### config.mk
export PLATFORM = sky130hd
export DESIGN_NAME = module_branch_resolve
export DESIGN_NICKNAME = d
export VERILOG_FILES = /design/src/rtl/module_branch_resolve.sv
export SDC_FILE = /design/constraint.sdc
export NUM_CORES = 1
export LEC_CHECK = 0
export CORE_ASPECT_RATIO = 0.6
export CORE_MARGIN = 1.5
export CORE_UTILIZATION = 30
export DETAILED_ROUTE_END_ITERATION = 7
export DONT_BUFFER_PORTS = 1
export SYNTH_ARGS = -nofsm -noshare
export SYNTH_HDL_FRONTEND = slang
export SYNTH_SLANG_ARGS = --single-unit
export TNS_END_PERCENT = 1
### constraint.sdc
create_clock -name clk -period 13.05 [get_ports clk]
set_input_delay 2.61 -clock clk [delete_from_list [all_inputs] [get_ports clk]]
set_output_delay 2.61 -clock clk [all_outputs]
set_load 0.005 [all_outputs]
### src/rtl/module_branch_resolve.sv
// Branch resolution for the gselect predictor: in-order prediction queue,
// predictor update strobe, mispredict redirect and saturating statistics.
module module_branch_resolve #(
    parameter int DEPTH = 4,
    parameter int CNT_W = 16
) (
    input  logic             clk,
    input  logic             rst,
    input  logic             pred_valid,
    output logic             pred_ready,
    input  logic [31:0]      pred_pc,
    input  logic             pred_taken,
    input  logic [31:0]      pred_target,
    input  logic             ex_valid,
    input  logic [31:0]      ex_pc,
    input  logic             ex_taken,
    input  logic [31:0]      ex_target,
    output logic             update,
    output logic [31:0]      branchPC,
    output logic [31:0]      resultPC,
    output logic             taken,
    output logic             redirect,
    output logic [31:0]      redirect_pc,
    output logic [CNT_W-1:0] branch_cnt,
    output logic [CNT_W-1:0] mispredict_cnt
);

    localparam int AW = $clog2(DEPTH);
    localparam logic [AW:0] FULL = (AW+1)'(DEPTH);

    logic [31:0]      pc_q  [DEPTH];
    logic [31:0]      tgt_q [DEPTH];
    logic [DEPTH-1:0] tk_q;

    logic [AW-1:0] wr_ptr_q, wr_ptr_d;
    logic [AW-1:0] rd_ptr_q, rd_ptr_d;
    logic [AW:0]   count_q, count_d;

    logic             update_q, taken_q, redirect_q;
    logic [31:0]      branch_pc_q, result_pc_q, redirect_pc_q;
    logic [CNT_W-1:0] branch_cnt_q, mispredict_cnt_q;

    logic [31:0] head_pc, head_tgt;
    logic        head_tk;
    logic        match, mispred, push, pop;
    logic [31:0] corr_npc, pred_npc;

    assign pred_ready = (count_q != FULL);
    assign head_pc    = pc_q[rd_ptr_q];
    assign head_tgt   = tgt_q[rd_ptr_q];
    assign head_tk    = tk_q[rd_ptr_q];

    always_comb begin
        match    = (count_q != '0) && (head_pc == ex_pc);
        corr_npc = ex_taken ? ex_target : ex_pc + 32'd4;
        pred_npc = head_tk ? head_tgt : head_pc + 32'd4;
        mispred  = ex_valid && (!match || (pred_npc != corr_npc));
        pop      = ex_valid && !mispred;
        // Fetch pushes in a flush cycle are wrong-path and get dropped.
        push     = pred_valid && pred_ready && !mispred;
        wr_ptr_d = wr_ptr_q;
        rd_ptr_d = rd_ptr_q;
        count_d  = count_q;
        if (mispred) begin
            wr_ptr_d = '0;
            rd_ptr_d = '0;
            count_d  = '0;
        end else begin
            if (push) wr_ptr_d = wr_ptr_q + AW'(1);
            if (pop)  rd_ptr_d = rd_ptr_q + AW'(1);
            case ({push, pop})
                2'b10:   count_d = count_q + (AW+1)'(1);
                2'b01:   count_d = count_q - (AW+1)'(1);
                default: count_d = count_q;
            endcase
        end
    end

    always_ff @(posedge clk) begin
        if (push) begin
            pc_q[wr_ptr_q]  <= pred_pc;
            tgt_q[wr_ptr_q] <= pred_target;
            tk_q[wr_ptr_q]  <= pred_taken;
        end
    end

    always_ff @(posedge clk) begin
        if (!rst) begin
            wr_ptr_q         <= '0;
            rd_ptr_q         <= '0;
            count_q          <= '0;
            update_q         <= 1'b0;
            taken_q          <= 1'b0;
            redirect_q       <= 1'b0;
            branch_pc_q      <= '0;
            result_pc_q      <= '0;
            redirect_pc_q    <= '0;
            branch_cnt_q     <= '0;
            mispredict_cnt_q <= '0;
        end else begin
            wr_ptr_q   <= wr_ptr_d;
            rd_ptr_q   <= rd_ptr_d;
            count_q    <= count_d;
            update_q   <= ex_valid;
            redirect_q <= mispred;
            if (ex_valid) begin
                branch_pc_q <= ex_pc;
                result_pc_q <= ex_target;
                taken_q     <= ex_taken;
            end
            if (mispred)
                redirect_pc_q <= corr_npc;
            if (ex_valid && (branch_cnt_q != '1))
                branch_cnt_q <= branch_cnt_q + CNT_W'(1);
            if (mispred && (mispredict_cnt_q != '1))
                mispredict_cnt_q <= mispredict_cnt_q + CNT_W'(1);
        end
    end

    assign update         = update_q;
    assign branchPC       = branch_pc_q;
    assign resultPC       = result_pc_q;
    assign taken          = taken_q;
    assign redirect       = redirect_q;
    assign redirect_pc    = redirect_pc_q;
    assign branch_cnt     = branch_cnt_q;
    assign mispredict_cnt = mispredict_cnt_q;

endmodule

==> flow_metrics.env, run 1 <==
export IMPL_tightest_slew_ns=1.111
export IMPL_synth_area_mm2=0.01851
export IMPL_worstHoldStart="redirect_pc[4]"
export IMPL_fin_crit_sh=0.5305
export IMPL_max_cap_viol_count=0
export IMPL_layout_nets=1560
export IMPL_place_inst=2202
export IMPL_drtIter0Drc=1508
export IMPL_crit_path_start_kind="flop"
export IMPL_wl_um=61980
export IMPL_max_freq_mhz=144.4
export IMPL_final_cell_mix="edfxtp_1, dfxtp_1, nor2_1"
export IMPL_cp_data_required_time_ns=13.23
export IMPL_design_core_area_mm2=0.06096
export IMPL_ys_types=76
export IMPL_cp_max_fo=65
export IMPL_cp_end_kind="flop"
export IMPL_cts_setup_buffers=0
export IMPL_htreeDepth=2
export IMPL_grt_max_degree=88
export IMPL_final_layout_size_suffix_gt1_frac=0.1108
export IMPL_fin_setup_tns_ns=0
export IMPL_hold_path_class="reg -> reg"
export IMPL_portBuffers=0
export IMPL_cts_hold_buf=0
export IMPL_grt_usage=0.1917
export IMPL_synth_ff_type="edfxtp_1"
export IMPL_num_rows=70
export IMPL_worstHoldEndpoint="redirect_pc[4]"
export IMPL_slew_viol_final=0
export IMPL_yosysTopAreaCell="edfxtp_1"
export IMPL_drc=0
export IMPL_hold_viol_final=0
export IMPL_cts_root_buf="clkbuf_16"
export IMPL_dpl_cell_area_mm2=0.01916
export IMPL_ir_worst_vdd_mv=0.09296
export IMPL_run_status="finished, final reports clean"
export IMPL_rsz0062_at_grt="no"
export IMPL_syn_area_per_cell_um2=12.78
export IMPL_ys_seq_area_frac=0.5732
export IMPL_ctsResizeCount=0
export IMPL_p_leak_nw=6.652
export IMPL_r2r_end="tgt_q[1][3]"
export IMPL_slew_headroom=0.2528
export IMPL_skew_ns=0.04210
export IMPL_cts_tree="built"
export IMPL_finalInstanceArea_mm2=0.02049
export IMPL_synth_top_area_frac=0.4218
export IMPL_async_flop_share=0
export IMPL_cts_buffers=40
export IMPL_routabilityCongestion=1.025
export IMPL_ys_ff_latch=400
export IMPL_cp_arrival_ns=7.10
export IMPL_syn_num_nets=1592
export IMPL_layout_commonest_cell="edfxtp_1"
export IMPL_die_h_um=195.4
export IMPL_n_fill_cell=6018
export IMPL_rrSetupSlack_ns=6.13
export IMPL_crit_chain="buf_4 -> buf_4 -> mux4_1 -> nand3_2 -> or4_4 -> or4_1 -> a31o_1 -> xnor2_1 -> nand4b_1 -> nor4_2 -> a31oi_2 -> nor2_1 -> and2_2 -> buf_4"
export IMPL_max_stage_delay_ns=0.73
export IMPL_place_hpwl_um=45810
export IMPL_ioPinCount=266
export IMPL_wl_per_cell_um=27.27
export IMPL_clkSinkCount=400
export IMPL_grt_pass1_wl_um=86390
export IMPL_powerDensity_mw_per_mm2=135.2
export IMPL_finalNonFillerCells=2273
export IMPL_die_w_um=323.7
export IMPL_area_delta_synth_final_pct=10.69
export IMPL_vias=12280
export IMPL_yosys_top_cells_area="edfxtp_1, dfxtp_1, mux4_2, mux2i_1, xnor2_1"
export IMPL_slowest_stage="mux4_1"
export IMPL_clkLatencyLatePin_ns=0.59
export IMPL_cts_max_path_buffers=3
export IMPL_die_area_mm2=0.06325
export IMPL_vias_per_cell=5.403
export IMPL_antenna_found_initial=3
export IMPL_overflow=0
export IMPL_min_path_cells=2
export IMPL_crit_path_frequent_cell="buf_4"
export IMPL_setup_viol_count_final=0
export IMPL_grt_pass1_vias=11790
export IMPL_synth_cells=1448
export IMPL_r2r_cells=14
export IMPL_path_clk_slew_ns=0.06
export IMPL_synth_edf_count=260
export IMPL_path_class="reg -> reg"
export IMPL_start_util=0.3037
export IMPL_ys_warn_count=0
export IMPL_dr_pass1_iters=5
export IMPL_period_minus_slack_ns=6.923
export IMPL_ant_nets=0
## layer usage
layer | GRT usage | wire [um] | vias to the layer above
met4 | 0.04483 | 1111 | 0
li1 | - | - | 5425
met5 | 0 | 0 | -
met3 | 0.07623 | 7857 | 70
met2 | 0.2704 | 25620 | 618
met1 | 0.2726 | 27390 | 6167
## state kept, by name (all words and copies together) (netlist names), named ones only
name / cells
resultPC: 32
wr_ptr_q: 2
tgt_q: 128
taken: 1
update: 1
mispredict_cnt: 16
redirect: 1
branch_cnt: 16
pc_q: 128
redirect_pc: 32
count_q: 3
branchPC: 32
tk_q: 4
rd_ptr_q: 2
## through the flow
step / hold slack [ns] / power, mW / util / worst slack (ns)
final: 0.4938 / 2.769 / 0.3361 / 6.127
after global routing: 0.5179 / 2.862 / 0.3361 / 5.727
after CTS: 0.4976 / 2.797 / 0.3361 / 6.203
after detailed placement: 0.4899 / 1.617 / 0.3143 / 5.733
after global placement: 0.4837 / 1.615 / 0.3143 / 5.797
after floorplan: 0.4527 / 1.564 / - / 5.567
## cell usage after synthesis, types with 9 or more instances
| cell | n |
|---|---|
| buf_6 | 12 |
| dfxtp_1 | 140 |
| mux2i_1 | 101 |
| nand4_1 | 35 |
| and4_1 | 13 |
| o21ai_0 | 28 |
| xnor2_1 | 63 |
| or3_1 | 15 |
| ha_1 | 9 |
| clkbuf_1 | 44 |
| buf_2 | 17 |
| o31ai_1 | 29 |
| nand2_1 | 101 |
| nor2_1 | 129 |
| nand2b_1 | 30 |
| or4_1 | 15 |
| inv_1 | 16 |
| and3_1 | 21 |
| nand3_1 | 62 |
| edfxtp_1 | 260 |
| and2_1 | 17 |
| a31oi_1 | 13 |
| nor3_1 | 23 |
| a21oi_1 | 41 |
| mux4_1 | 9 |
| mux4_2 | 55 |
| xor2_1 | 35 |
| nor4_1 | 13 |
## worst max path at each step
stage,end,slack [ns],from,cells past startpoint
6_report,tgt_q[1][3],6.13,flop,14
3_3_place_gp,tgt_q[0][6],5.80,ex_pc[2],13
3_5_place_dp,pc_q[2][17],5.73,ex_taken,11
5_1_grt,tgt_q[3][28],5.73,flop,14
2_1_floorplan,pc_q[0][0],5.57,ex_pc[21],14
4_1_cts,pc_q[2][20],6.20,flop,14
## kinds of logic after synthesis
kind of cell    after synthesis  share of synthesized area
flops                       400                     0.5732
buf+inv                     104                    0.03062
compound gates              168                    0.06050
xor+xnor                    105                    0.05441
mux                         169                     0.1375
simple gates                492                     0.1367
fa+ha+maj                    10                   0.007165
## final cells by class
type | instances | area, um2 | share of cell area
clock buffer | 48 | 1114 | 0.05434
antenna | 1 | 2.502 | 0.0001221
multi-input combinational | 944 | 7346 | 0.3585
timing repair buffer | 12 | 90.09 | 0.004396
tap | 828 | 1036 | 0.05056
clock inverter | 22 | 215.2 | 0.01050
sequential | 400 | 10620 | 0.5182
inverter | 18 | 70.07 | 0.003419
## critical path: cells and delay by family, from the launching register on
kind | cells | cell delay (ns)
DFF | 1 | 0.61
AOI/OAI and AO/OA | 2 | 0.41
muxes | 1 | 0.73
xor gates and xnor gates | 1 | 0.44
and+or+nand+nor | 7 | 2.38
buffers and inverters | 3 | 1.76
## where the power goes
group          internal [mW]  total, mW  switching (mW)
Sequential              1.38       1.41          0.0243
Clock                  0.672       1.18           0.505
Combinational         0.0677      0.185           0.118
No activity file was read; power rests on OpenSTA's default activity.
==> run 2, diff against run 1 <==
clock period = 5.7 ns   (was 13.05 ns; I/O delays follow)
==> run 2 against run 1 <==
Global-route usage grew 0.30 points. Clock power is 120% higher. Flip-flop and latch count unchanged. Utilization is 0.59 points higher. Die area unchanged. First-iteration DRC count increased by 14%. Wire length is 1.2% higher. Cell area increased by 1.7%. Register-to-register slack got worse by 5.6 ns.
==> flow_metrics.env, run 2 (same netlist as run 1, synthesis figures left out) <==
export IMPL_run_status="finished, final reports clean"
export IMPL_cts_hold_buf=0
export IMPL_start_util=0.3037
export IMPL_top_regs="pc_q x128, tgt_q x128"
export IMPL_vias_per_cell=5.361
export IMPL_cts_root_buf="clkbuf_16"
export IMPL_ioPinCount=266
export IMPL_grt_pass1_wl_um=88070
export IMPL_fin_crit_sh=0.9008
export IMPL_slew_headroom=0.3524
export IMPL_ctsResizeCount=0
export IMPL_max_stage_delay_ns=0.77
export IMPL_setup_viol_count_final=0
export IMPL_total_power_mw=6.302
export IMPL_area_delta_synth_final_pct=12.63
export IMPL_p_leak_nw=6.855
export IMPL_grt_max_degree=69
export IMPL_design_core_area_mm2=0.06096
export IMPL_grt_pass1_vias=11970
export IMPL_crit_chain="mux4_1 -> nand3_2 -> or4_4 -> or4_1 -> a31o_1 -> xnor2_1 -> nand4b_1 -> nor4_2 -> nand3_1 -> nor2_1 -> ha_1 -> inv_1 -> fa_1 -> xor2_1 -> nor2_1 -> xnor2_1 -> nor2_1"
export IMPL_r2r_cells=17
export IMPL_slowest_stage="dfxtp_4"
export IMPL_cp_data_required_time_ns=6.16
export IMPL_num_rows=70
export IMPL_hold_path_class="reg -> reg"
export IMPL_powerDensity_mw_per_mm2=302.3
export IMPL_tightest_slew_ns=0.9669
export IMPL_r2r_end="count_q[2]"
export IMPL_utilization=0.3420
export IMPL_path_class="reg -> reg"
export IMPL_routabilityCongestion=0.9075
export IMPL_cp_arrival_ns=5.60
export IMPL_final_layout_size_suffix_gt1_frac=0.1305
export IMPL_hold_viol_final=0
export IMPL_finalInstanceArea_mm2=0.02085
export IMPL_slew_viol_final=0
export IMPL_max_freq_mhz=194.8
export IMPL_place_hpwl_um=47110
export IMPL_dpl_cell_area_mm2=0.01956
export IMPL_layout_nets=1600
export IMPL_final_cell_mix="edfxtp_1, dfxtp_1, nor2_1"
export IMPL_endpoint="count_q[2]"
export IMPL_rrSetupSlack_ns=0.57
export IMPL_drc=0
export IMPL_fin_hold_ws_ns=0.4837
export IMPL_cts_buffers=40
export IMPL_layout_commonest_cell="edfxtp_1"
export IMPL_cts_setup_buffers=0
export IMPL_skew_ns=0.03062
export IMPL_ir_worst_vdd_mv=0.1868
export IMPL_cts_tree="built"
export IMPL_clkLatencyLatePin_ns=0.59
export IMPL_wl_um=62690
export IMPL_dr_pass1_iters=6
export IMPL_overflow=0
export IMPL_grt_usage=0.1946
export IMPL_cp_end_kind="flop"
export IMPL_htreeDepth=2
export IMPL_cp_max_fo=36
export IMPL_crit_path_frequent_cell="nor2_1"
export IMPL_drtIter0Drc=1725
export IMPL_cts_max_path_buffers=3
export IMPL_ant_nets=0
export IMPL_period_minus_slack_ns=5.134
export IMPL_die_h_um=195.4
export IMPL_wl_per_cell_um=27.07
export IMPL_die_w_um=323.7
export IMPL_rsz0062_at_grt="no"
export IMPL_vias=12420
export IMPL_n_fill_cell=5986
export IMPL_fin_setup_tns_ns=0
export IMPL_portBuffers=0
export IMPL_die_area_mm2=0.06325
export IMPL_path_clk_slew_ns=0.06
export IMPL_crit_path_start_kind="flop"
export IMPL_max_cap_viol_count=0
export IMPL_clkSinkCount=400
export IMPL_antenna_found_initial=2
-- run 2: cell types whose count changed in the layout (fill, tap and decap cells not counted), moves of 2 or more --
| cell | delta |
|---|---|
| buf_4 | +32 |
| clkbuf_1 | +6 |
| clkbuf_8 | -4 |
| clkbuf_16 | -2 |
| buf_12 | +8 |
| clkinv_1 | +3 |
-- run 2: worst min-delay path by stage --
| stage | startpoint | to | slack [ns] | cells after the start |
|---|---|---|---|---|
| 5_1_grt | redirect_pc[14] | redirect_pc[14] | 0.51 | 2 |
| 4_1_cts | redirect_pc[16] | redirect_pc[16] | 0.49 | 2 |
| 3_5_place_dp | redirect_pc[16] | redirect_pc[16] | 0.48 | 2 |
| 2_1_floorplan | redirect_pc[12] | redirect_pc[12] | 0.45 | 2 |
| 3_3_place_gp | redirect_pc[16] | redirect_pc[16] | 0.47 | 2 |
| 6_report | redirect_pc[16] | redirect_pc[16] | 0.48 | 2 |
-- run 2: layout make-up --
cell class / instances / area, um2 / area share
flip-flops and latches: 400 / 10620 / 0.5093
multi-input cells: 944 / 7346 / 0.3523
well taps: 828 / 1036 / 0.04969
clock buffers: 48 / 1031 / 0.04945
repair buffers: 52 / 490.5 / 0.02353
clock inverters: 25 / 255.2 / 0.01224
inverters: 18 / 70.07 / 0.003361
diodes: 1 / 2.502 / 0.0001200
-- run 2: where the power goes --
part | total, mW | leakage (nW) | internal [mW] | switching, mW
sequential | 3.21 | 3.51 | 3.16 | 0.0506
clock | 2.64 | 0.618 | 1.49 | 1.15
combinational | 0.445 | 2.72 | 0.171 | 0.274
total | 6.30 | 6.85 | 4.82 | 1.48
-- run 2: stage by stage --
stage               instances  worst slack, ns
detailed placement       2242           0.3397
CTS                      2315           0.5703
floorplan                1448          -0.3132
finish                   2316           0.5656
global route             2315           0.2081
global placement         2242           0.2036
-- run 2: layer usage --
metal  vias to the layer above  part of all wire  global-route usage
li1                       5528                 -                   -
met1                      6208              0.46              0.2818
met5                         -                 0                   0
met3                        63              0.11             0.06337
met2                       618              0.42              0.2801
met4                         0             0.017             0.04431
-- run 2: critical path: cells and delay by family (launching register included) --
family | cells | cell delay [ns]
flip-flops | 1 | 0.77
adder cells (fa/ha/maj) | 2 | 0.55
multiplexers | 1 | 0.59
AND/OR/NAND/NOR | 9 | 2.25
buffers and inverters | 1 | 0.05
XOR/XNOR | 3 | 0.49
AO/OA/AOI/OAI | 1 | 0.27
